--- config.mk ---
export PLATFORM = sky130hd
export DESIGN_NAME = instr_align_buffer
export DESIGN_NICKNAME = d
export VERILOG_FILES = /design/src/rtl/ceres_param.sv /design/src/rtl/abuff_line_bank.sv /design/src/rtl/instr_align_buffer.sv
export SDC_FILE = /design/constraint.sdc
export NUM_CORES = 1
export LEC_CHECK = 0
export ABC_AREA = 1
export CORE_ASPECT_RATIO = 0.7
export CORE_MARGIN = 5
export CORE_UTILIZATION = 35
export CTS_CLUSTER_DIAMETER = 50
export DETAILED_ROUTE_END_ITERATION = 12
export PLACE_DENSITY = 0.56
export REMOVE_ABC_BUFFERS = 1
export SYNTH_ARGS = -nofsm -noshare
export SYNTH_HDL_FRONTEND = slang
export SYNTH_HIERARCHICAL = 1
export SYNTH_SLANG_ARGS = --single-unit
--- constraint.sdc ---
create_clock -name clk_i -period 8.12 [get_ports clk_i]
set_clock_uncertainty 0.1 [all_clocks]
set_input_delay 1.624 -clock clk_i [delete_from_list [all_inputs] [get_ports clk_i]]
set_output_delay 1.624 -clock clk_i [all_outputs]
set_load 0.05 [all_outputs]
--- src/rtl/ceres_param.sv ---
// ============================================================================
// Module      : ceres_param
// Description : Shared fetch-side constants and request/response structs.
// Revision    : 1.0 - initial release
// ============================================================================
`default_nettype none

package ceres_param;

   localparam int XLEN      = 32;
   localparam int BLK_SIZE  = 128;
   localparam int BLK_BYTES = BLK_SIZE / 8;
   localparam int OFF_W     = $clog2(BLK_BYTES);
   localparam int LINE_W    = XLEN - OFF_W;

   typedef struct packed {
      logic            valid;
      logic            ready;
      logic [XLEN-1:0] addr;
      logic            uncached;
   } abuff_req_t;

   typedef struct packed {
      logic        valid;
      logic        ready;
      logic [31:0] blk;
      logic        waiting_second;
   } abuff_res_t;

   typedef struct packed {
      logic                valid;
      logic                ready;
      logic [BLK_SIZE-1:0] blk;
   } blowX_res_t;

   typedef struct packed {
      logic            valid;
      logic            ready;
      logic [XLEN-1:0] addr;
      logic            uncached;
   } icache_req_t;

endpackage

`default_nettype wire

--- src/rtl/abuff_line_bank.sv ---
// ============================================================================
// Module      : abuff_line_bank
// Description : One cache-line slot: valid/tag/data with write port and hit.
// Revision    : 1.0 - initial release
// ============================================================================
`default_nettype none

module abuff_line_bank
   import ceres_param::*;
(
   input  logic                clk_i,
   input  logic                rst_ni,
   input  logic                clear_i,
   input  logic                we_i,
   input  logic [LINE_W-1:0]   wtag_i,
   input  logic [BLK_SIZE-1:0] wdata_i,
   input  logic [LINE_W-1:0]   tag_i,
   output logic                hit_o,
   output logic [BLK_SIZE-1:0] data_o
);

   logic                r_valid;
   logic [LINE_W-1:0]   r_tag;
   logic [BLK_SIZE-1:0] r_data;

   // Clear wins over a simultaneous write so a flushed fill never lands.
   always_ff @(posedge clk_i or negedge rst_ni) begin
      if (!rst_ni) begin
         r_valid <= 1'b0;
         r_tag   <= '0;
         r_data  <= '0;
      end else if (clear_i) begin
         r_valid <= 1'b0;
      end else if (we_i) begin
         r_valid <= 1'b1;
         r_tag   <= wtag_i;
         r_data  <= wdata_i;
      end
   end

   assign hit_o  = r_valid && (r_tag == tag_i);
   assign data_o = r_data;

endmodule

`default_nettype wire

--- src/rtl/instr_align_buffer.sv ---
// ============================================================================
// Module      : instr_align_buffer
// Description : Two-line fetch alignment buffer returning a 32-bit halfword-
//               aligned window, including windows straddling two lines.
//               Define ALIGN_BUF_ASSERT_EN to compile in protocol assertions.
// Revision    : 1.0 - initial release
// ============================================================================
`default_nettype none

module instr_align_buffer
   import ceres_param::*;
(
   input  logic        clk_i,
   input  logic        rst_ni,
   input  logic        flush_i,
   input  abuff_req_t  buff_req_i,
   output abuff_res_t  buff_res_o,
   input  blowX_res_t  lowX_res_i,
   output icache_req_t lowX_req_o
);

   logic [LINE_W-1:0]     w_line;
   logic [LINE_W-1:0]     w_line_n;
   logic [OFF_W-1:0]      w_off;
   logic [LINE_W-1:0]     w_lookup [2];
   logic                  w_hit    [2];
   logic [BLK_SIZE-1:0]   w_data   [2];
   logic                  w_hit_l;
   logic                  w_hit_n;
   logic [2*BLK_SIZE-1:0] w_pair;
   logic [2*BLK_SIZE-1:0] w_shifted;
   logic [31:0]           w_window;
   logic                  w_cross;
   logic                  w_compressed;
   logic                  w_need_n;
   logic                  w_miss;
   logic [LINE_W-1:0]     w_miss_line;
   logic                  w_fill;

   logic                  r_pending;
   logic [LINE_W-1:0]     r_line;
   logic                  r_filled;
   logic [LINE_W-1:0]     r_fill_line;

   assign w_line   = buff_req_i.addr[XLEN-1:OFF_W];
   assign w_line_n = w_line + LINE_W'(1);
   assign w_off    = buff_req_i.addr[OFF_W-1:0];

   // Lines L and L+1 always map to opposite banks, so each bank sees one tag.
   assign w_lookup[0] = w_line[0] ? w_line_n : w_line;
   assign w_lookup[1] = w_line[0] ? w_line   : w_line_n;

   assign w_fill = lowX_res_i.valid && r_pending && !flush_i;

   generate
      for (genvar b = 0; b < 2; b++) begin : g_bank
         abuff_line_bank u_bank (
            .clk_i   (clk_i),
            .rst_ni  (rst_ni),
            .clear_i (flush_i),
            .we_i    (w_fill && (r_line[0] == 1'(b))),
            .wtag_i  (r_line),
            .wdata_i (lowX_res_i.blk),
            .tag_i   (w_lookup[b]),
            .hit_o   (w_hit[b]),
            .data_o  (w_data[b])
         );
      end
   endgenerate

   always_comb begin
      w_hit_l      = w_hit[w_line[0]];
      w_hit_n      = w_hit[~w_line[0]];
      w_pair       = {w_data[~w_line[0]], w_data[w_line[0]]};
      w_shifted    = w_pair >> {w_off, 3'b000};
      w_window     = w_shifted[31:0];
      w_cross      = w_off > OFF_W'(BLK_BYTES - 4);
      w_compressed = w_window[1:0] != 2'b11;
      w_need_n     = w_cross && !w_compressed;
      w_miss       = !w_hit_l || (w_need_n && !w_hit_n);
      w_miss_line  = w_hit_l ? w_line_n : w_line;
   end

   always_comb begin
      buff_res_o       = '0;
      buff_res_o.valid = buff_req_i.valid && !w_miss;
      buff_res_o.ready = !r_pending;
      buff_res_o.blk   = (w_cross && w_compressed) ? {16'h0000, w_window[15:0]}
                                                   : w_window;
      // Line L just landed for a full-width straddle and L+1 is still absent.
      buff_res_o.waiting_second = r_filled && buff_req_i.valid &&
                                  (r_fill_line == w_line) && w_hit_l &&
                                  w_need_n && !w_hit_n;

      lowX_req_o          = '0;
      lowX_req_o.valid    = buff_req_i.valid && buff_req_i.ready && w_miss && !r_pending;
      lowX_req_o.ready    = 1'b1;
      lowX_req_o.addr     = {w_miss_line, {OFF_W{1'b0}}};
      lowX_req_o.uncached = buff_req_i.uncached;
   end

   always_ff @(posedge clk_i or negedge rst_ni) begin
      if (!rst_ni) begin
         r_pending   <= 1'b0;
         r_line      <= '0;
         r_filled    <= 1'b0;
         r_fill_line <= '0;
      end else begin
         r_filled    <= w_fill;
         r_fill_line <= r_line;
         if (flush_i || w_fill) begin
            r_pending <= 1'b0;
         end else if (lowX_req_o.valid && lowX_res_i.ready) begin
            r_pending <= 1'b1;
            r_line    <= w_miss_line;
         end
      end
   end

`ifdef ALIGN_BUF_ASSERT_EN
   a_no_req_pending : assert property (@(posedge clk_i) disable iff (!rst_ni)
      r_pending |-> !lowX_req_o.valid);
   a_even_addr : assert property (@(posedge clk_i) disable iff (!rst_ni)
      buff_res_o.valid |-> !buff_req_i.addr[0]);
   a_ws_pulse : assert property (@(posedge clk_i) disable iff (!rst_ni)
      buff_res_o.waiting_second |=> !buff_res_o.waiting_second);
`else
   // No runtime checks in this build.
`endif

endmodule

`default_nettype wire

==> impl_metrics.toml, run 1 <==
[setup_path]
startpoint_type = "primary input"
reg2reg_slack_ps = 4550
critPathArrivalTime_ps = 6020
crit_top_cell = "nand2_1"
cp-end-kind = "primary output"
r2r_start = "g_bank[0].u_bank/r_tag[12]"
slowest_delay_ps = 810
cp-endpoint = "lowX_req_o[21]"
slowest_stage = "o21ai_0"
worstSetupPathType = "in -> out"
startpoint = "buff_req_i[6]"
reg2reg_to = "r_line[27]"
cp_cell_sequence = "clkdlybuf4s50_1, ha_1, nand2_1, nor2_2, nand4_1, nor2_1, xor2_1, o21ai_0, o21ai_0, nor2_1, nand2_1, nor2_1, nand2_1, nor2_1, nand2_1, nand2_1, buf_4, o21ai_0, buf_12"
cp.required_ps = 6400
path_max_fanout = 25
rr_worst_depth = 16

[clocking]
htree_num_levels = 2
cts_root_buf = "clkbuf_16"
clockBufferDepth = 3
cts_tree = "yes"
cts_sinks = 372
cts_buffers = 46
cts.clk_slew.worst_paths_ps = 70
clk_latency_ps = 590
cts_hold_buf = 0

[floorplanning]
die_area_mm2 = 0.06963
ios = 238
rows = 77
initial_utilization = 0.3549
die_x_um = 313.3
die_h_um = 222.3
core_mm2 = 0.06349

[synth]
synth_warnings = 6
synth_top_area_cell = "dfrtp_1"
synth_area_mm2 = 0.02253
seq_area_frac_synth = 0.4131
synth_fa_ha_area_frac = 0.001111
async_flop_share = 1.000
synth_edf_count = 0
syn_avg_cell_area_um2 = 8.263
synth_area_leaders = "dfrtp_1 (41%), nand2_1 (13%), mux2_4 (9.9%)"
synth_compound_area_frac = 0.1107
synth_xor_area_frac = 0.01127
synth.ff_latch_count = 372
synthMuxAreaShare = 0.1630
synth_top_area_frac = 0.4131
synthSimpleGateAreaFrac = 0.2225
synthFlopType = "dfrtp_1"
syn_inst = 2727
synthTopCellsByCount = "nand2_1 (790), dfrtp_1 (372), o21ai_0 (255), nand3_1 (185), inv_1 (170)"
synth_top_family_by_area = "simple AND/OR/NAND/NOR gates"
synth_cell_types = 48
synth_most_common_cell = "nand2_1"

[sta]
hold_slack_ps = 325.9
drv_slew = 0
fin_crit_sh = 0.9536
setup_slack_ps = 376.4
setup_violations = 0
tightest_slew_ps = 1110
max_slew_margin = 0.2599
clock.fmax_mhz = 129.1
hold_viol = 0
finalCriticalPeriod_ps = 7744

[pwr]
finalPower_mw = 5.807
power_per_cell_area_mw_per_mm2 = 215.0
p_clk_frac = 0.359
switching_share = 0.3223
power_frac_seq = 0.408
intPower_mw = 3.935
pwr-share-comb = 0.232
switching_power_mw = 1.871
ir_drop_v = 0.0001312
p_leak_nw = 13.33

[route]
highest_layer = "met5"
wl_per_cell_um = 21.11
drtPass1Iterations = 5
route.vias.total = 19620
drc = 0
drt-initial-drc-count = 1888
vias_per_cell = 5.270
routed_wl_mm = 78.61
wl_met3_mm = 6.717
dr_wl_met2_mm = 32.47
ant_nets = 0
m1WireLength_mm = 38.12

[layout]
fillers = 6363
syn2layout_area_growth_pct = 19.88
final_cell_area_mm2 = 0.02701
nets = 3025
drive_above_1_share = 0.1652

[place]
gp_congestion = 0.9937
hpwl_mm = 55.18
io_buffers = 230
placed_area_mm2 = 0.02544
pre_cts_ws_ps = 351.2

[grt]
antenna_found_initial = 5
grt_pass1_vias = 19150
grt_pass1_wl_mm = 119.9
grt_max_degree = 161
grt_overflow = 0
track_usage = 0.2188

[outcome]
status = "complete, no violations"

[run]
drv_cap = 0

[worst_hold_path]
hold_class = "reg -> reg"
## worst max-delay path, delay by kind of cell
kind                     cells  cell delay (ps)
buffers and inverters        3             1040
AND/OR/NAND/NOR             11             1350
AO/OA/AOI/OAI                3             1440
XOR/XNOR                     1              260
adder cells (fa/ha/maj)      1              290
## stage by stage
step / util / std cells / setup TNS (ps)
5_1_grt: 0.4255 / 3723 / -19.03
6_report: 0.4255 / 3723 / 0
3_5_place_dp: 0.4008 / 3635 / 0
3_3_place_gp: 0.4008 / 3635 / 0
2_1_floorplan: - / 2538 / 0
4_1_cts: 0.4252 / 3721 / 0
## kinds of logic after synthesis
| family | Yosys count |
|---|---|
| buffers and inverters | 370 |
| AOI/OAI and AO/OA | 458 |
| xor gates and xnor gates | 29 |
| DFF | 372 |
| and+or+nand+nor | 1216 |
| muxes | 278 |
| adders and majority gates | 2 |
| other | 2 |
## registers in the layout, indices dropped and copies added, names as in the netlist
signal	cells
g_bank.u_bank/data_o	256
g_bank.u_bank/r_tag	56
g_bank.u_bank/r_valid	2
r_fill_line	28
r_filled	1
r_line	28
r_pending	1
## power groups by stage
stage / clock (mW) / combinational (mW) / sequential [mW]
after global routing: 2.23 / 1.48 / 2.40
after global placement: 0 / 1.32 / 2.38
after detailed placement: 0 / 1.34 / 2.39
final: 2.09 / 1.35 / 2.37
after floorplan: 0 / 0.832 / 2.32
after CTS: 2.15 / 1.34 / 2.37
## worst min path at each step
stage / start / to / cells past startpoint
after floorplan: r_line[10] / r_fill_line[10] / 0
after global placement: r_line[11] / r_fill_line[11] / 0
after detailed placement: r_line[11] / r_fill_line[11] / 0
after CTS: r_line[11] / r_fill_line[11] / 0
after global routing: r_line[13] / r_fill_line[13] / 0
final: r_line[11] / r_fill_line[11] / 0
## area by class of cell
cell class	count	area (um^2)	area share
Tap cell	829	1037	0.03840
Timing Repair Buffer	269	2947	0.1091
Clock inverter	26	247.7	0.009171
Antenna cell	1	2.502	0.00009264
Inverter	174	658.1	0.02436
Sequential cell	372	9309	0.3446
Clock buffer	60	1304	0.04826
Multi-Input combinational cell	1992	11510	0.4260
## placed cells by master (no fill, tap or decap), drive strengths merged, types with 2 or more instances in the layout
cell / n
a211oi: 4
a21oi: 111
a221oi: 2
a22o: 3
a31oi: 22
a32oi: 5
and2: 4
buf: 93
bufinv: 2
clkbuf: 60
clkdlybuf4s50: 176
clkinv: 16
clkinvlp: 2
conb: 9
dfrtp: 372
ha: 2
inv: 180
mux2: 268
mux2i: 10
nand2: 794
nand3: 188
nand4: 36
nor2: 155
nor3: 16
nor4: 4
o211ai: 28
o21a: 6
o21ai: 256
o21bai: 2
o221ai: 3
o22ai: 15
or2: 16
xnor2: 5
xor2: 24
## per-layer routing
layer / up-vias / global-route usage
li1: 9290 / -
met1: 9546 / 0.3374
met2: 691 / 0.3112
met3: 87 / 0.05160
met4: 8 / 0.04413
met5: - / 0
## timing repair
item	in CTS	in global routing
setup buffers	0	1
endpoints found under the setup margin	0	10
gates resized for setup	0	2
Note: power is estimated with default switching activity, not from simulation.
==> inputs of run 2 (changes only) <==
--- a/config.mk
+++ b/config.mk
@@ -11,6 +11,7 @@
 export CORE_UTILIZATION = 35
 export CTS_CLUSTER_DIAMETER = 50
 export DETAILED_ROUTE_END_ITERATION = 12
+export HOLD_SLACK_MARGIN = 0.12
 export PLACE_DENSITY = 0.56
 export REMOVE_ABC_BUFFERS = 1
 export SYNTH_ARGS = -nofsm -noshare
==> results of run 2 <==
Same layout as run 1: the final DEF is identical, and so are final timing and power.
==> inputs of run 3 (changes only) <==
==> constraint.sdc (replaced) <==
create_clock -name clk_i -period 8.5 [get_ports clk_i]
set_clock_uncertainty 0.1 [all_clocks]
set_input_delay 1.7 -clock clk_i [delete_from_list [all_inputs] [get_ports clk_i]]
set_output_delay 1.7 -clock clk_i [all_outputs]
set_load 0.05 [all_outputs]
==> impl_metrics.toml, run 3 (same netlist as run 1, synthesis figures left out) <==
[setup_path]
critPathArrivalTime_ps = 6280
cp.required_ps = 6700
cp-end-kind = "primary output"
crit_top_cell = "nand2_1"
startpoint_type = "primary input"
crit_family = "simple AND/OR/NAND/NOR gates"
worst-path-buf-inv = 3
slowest_delay_ps = 740
cp_cell_sequence = "clkdlybuf4s50_1, nand2_1, nor2_1, nand2_1, nor2_1, nand2_1, xnor2_1, inv_1, nand2_1, nand2_1, nor2_1, nand2_1, nor2_1, nand2_1, nor2_1, nand2_1, nand2_1, nand2_1, a221oi_1, nand4_1, nor3b_2, buf_12"
worstSetupPathType = "in -> out"
slowest_stage = "clkdlybuf4s50_1"
path_max_fanout = 7

[clocking]
htree_num_levels = 2
cts.clk_slew.worst_paths_ps = 60
cts_tree = "yes"
cts_hold_buf = 0
cts_root_buf = "clkbuf_16"
clk_latency_ps = 580
cts_sinks = 372
cts_buffers = 45
clockBufferDepth = 3

[route]
drc = 0
route.vias.total = 19500
routed_wl_mm = 78.17
drtPass1Iterations = 7
vias_per_cell = 5.250
ant_nets = 0
drt-initial-drc-count = 1730
wl_per_cell_um = 21.04

[sta]
fin_crit_sh = 0.9501
drv_slew = 0
max_slew_margin = 0.2836
finalCriticalPeriod_ps = 8076
hold_viol = 0
rsz0062_at_grt = "no"
hold_slack_ps = 326.3
tightest_slew_ps = 1075
setup_tns_ps = 0
clock.fmax_mhz = 123.8
setup_violations = 0

[grt]
grt_max_degree = 139
grt_overflow = 0
antenna_found_initial = 7
grt_pass1_wl_mm = 118.6
track_usage = 0.2181
grt_pass1_vias = 18910

[worst_hold_path]
hold_class = "reg -> reg"

[outcome]
status = "complete, no violations"

[place]
gp_congestion = 1.016
io_buffers = 230
hpwl_mm = 55.58

[floorplanning]
die_area_mm2 = 0.06963
die_x_um = 313.3
rows = 77
core_mm2 = 0.06349
ios = 238
initial_utilization = 0.3549
die_h_um = 222.3

[layout]
syn2layout_area_growth_pct = 19.41
fillers = 6286
drive_above_1_share = 0.1582
final_common_cell = "nand2_1"
largest_register_ffs = 256
final_cell_mix = "nand2_1 (790), dfrtp_1 (372), o21ai_0 (255)"
nets = 3020

[pwr]
power_per_cell_area_mw_per_mm2 = 205.5
p_leak_nw = 13.25
ir_drop_v = 0.0001588

[run]
drv_cap = 0
==> run 3: cell types whose count changed in the layout (fill, tap and decap cells not counted), sizes merged, moves of 3 or more <==
| cell | change |
|---|---|
| buf | -14 |
| clkinv | -5 |
| inv | -3 |
| clkdlybuf4s50 | +10 |
==> run 3: metal layers <==
metal | share of wire | vias to the layer above | global-route usage
met4 | 0.020 | 6 | 0.05146
met3 | 0.081 | 99 | 0.05291
li1 | - | 9279 | -
met5 | 0.00050 | - | 0
met2 | 0.40 | 603 | 0.3018
met1 | 0.50 | 9516 | 0.3395
==> run 3: metrics by stage <==
step                      instances  setup WS [ps]    util  power (mW)  area, um^2
after CTS                      3712          510.7  0.4236       5.585       26890
after global routing           3714          102.8  0.4238       5.827       26900
after detailed placement       3632          526.5  0.3994       3.557       25360
after global placement         3632          624.1  0.3994       3.532       25360
after floorplan                2538          267.6       -       3.008       21460
final                          3715          423.9  0.4238       5.529       26910
==> run 3: report_power, final <==
part	total (mW)	internal [mW]	switching, mW
clock	1.98	1.18	0.801
combinational	1.28	0.533	0.743
sequential	2.27	2.06	0.207
total	5.53	3.78	1.75
==> run 3: cell type report <==
type                    instances  area [um^2]  share of cell area
well taps                     829         1037             0.03855
multi-input cells            1992        11510              0.4276
clock buffers                  58         1266             0.04706
clock inverters                22        269.0            0.009998
diodes                          3        7.507           0.0002790
repair buffers                265         2854              0.1061
inverters                     174        658.1             0.02446
flip-flops and latches        372         9309              0.3460
==> run 3: final timing paths <==
kind / slack (ps) / depth (start not counted) / end / startpoint
min reg2reg: 330 / 0 / r_fill_line[4] / r_line[4]
max: 420 / 22 / buff_res_o[0] / buff_req_i[11]
min in group asynchronous: 1040 / 1 / g_bank[1].u_bank/data_o[85] / rst_ni
max reg2reg: 4930 / 15 / r_line[24] / g_bank[0].u_bank/r_tag[12]
max in group asynchronous: 5660 / 2 / g_bank[0].u_bank/r_tag[25] / rst_ni
min: 330 / 0 / r_fill_line[4] / r_line[4]
==> run 3: timing repair <==
item | in CTS | in global routing
gates resized for setup | 0 | 1
buffers inserted | 0 | 0
hold endpoints to repair | 0 | 0
setup endpoints to repair | 0 | 1
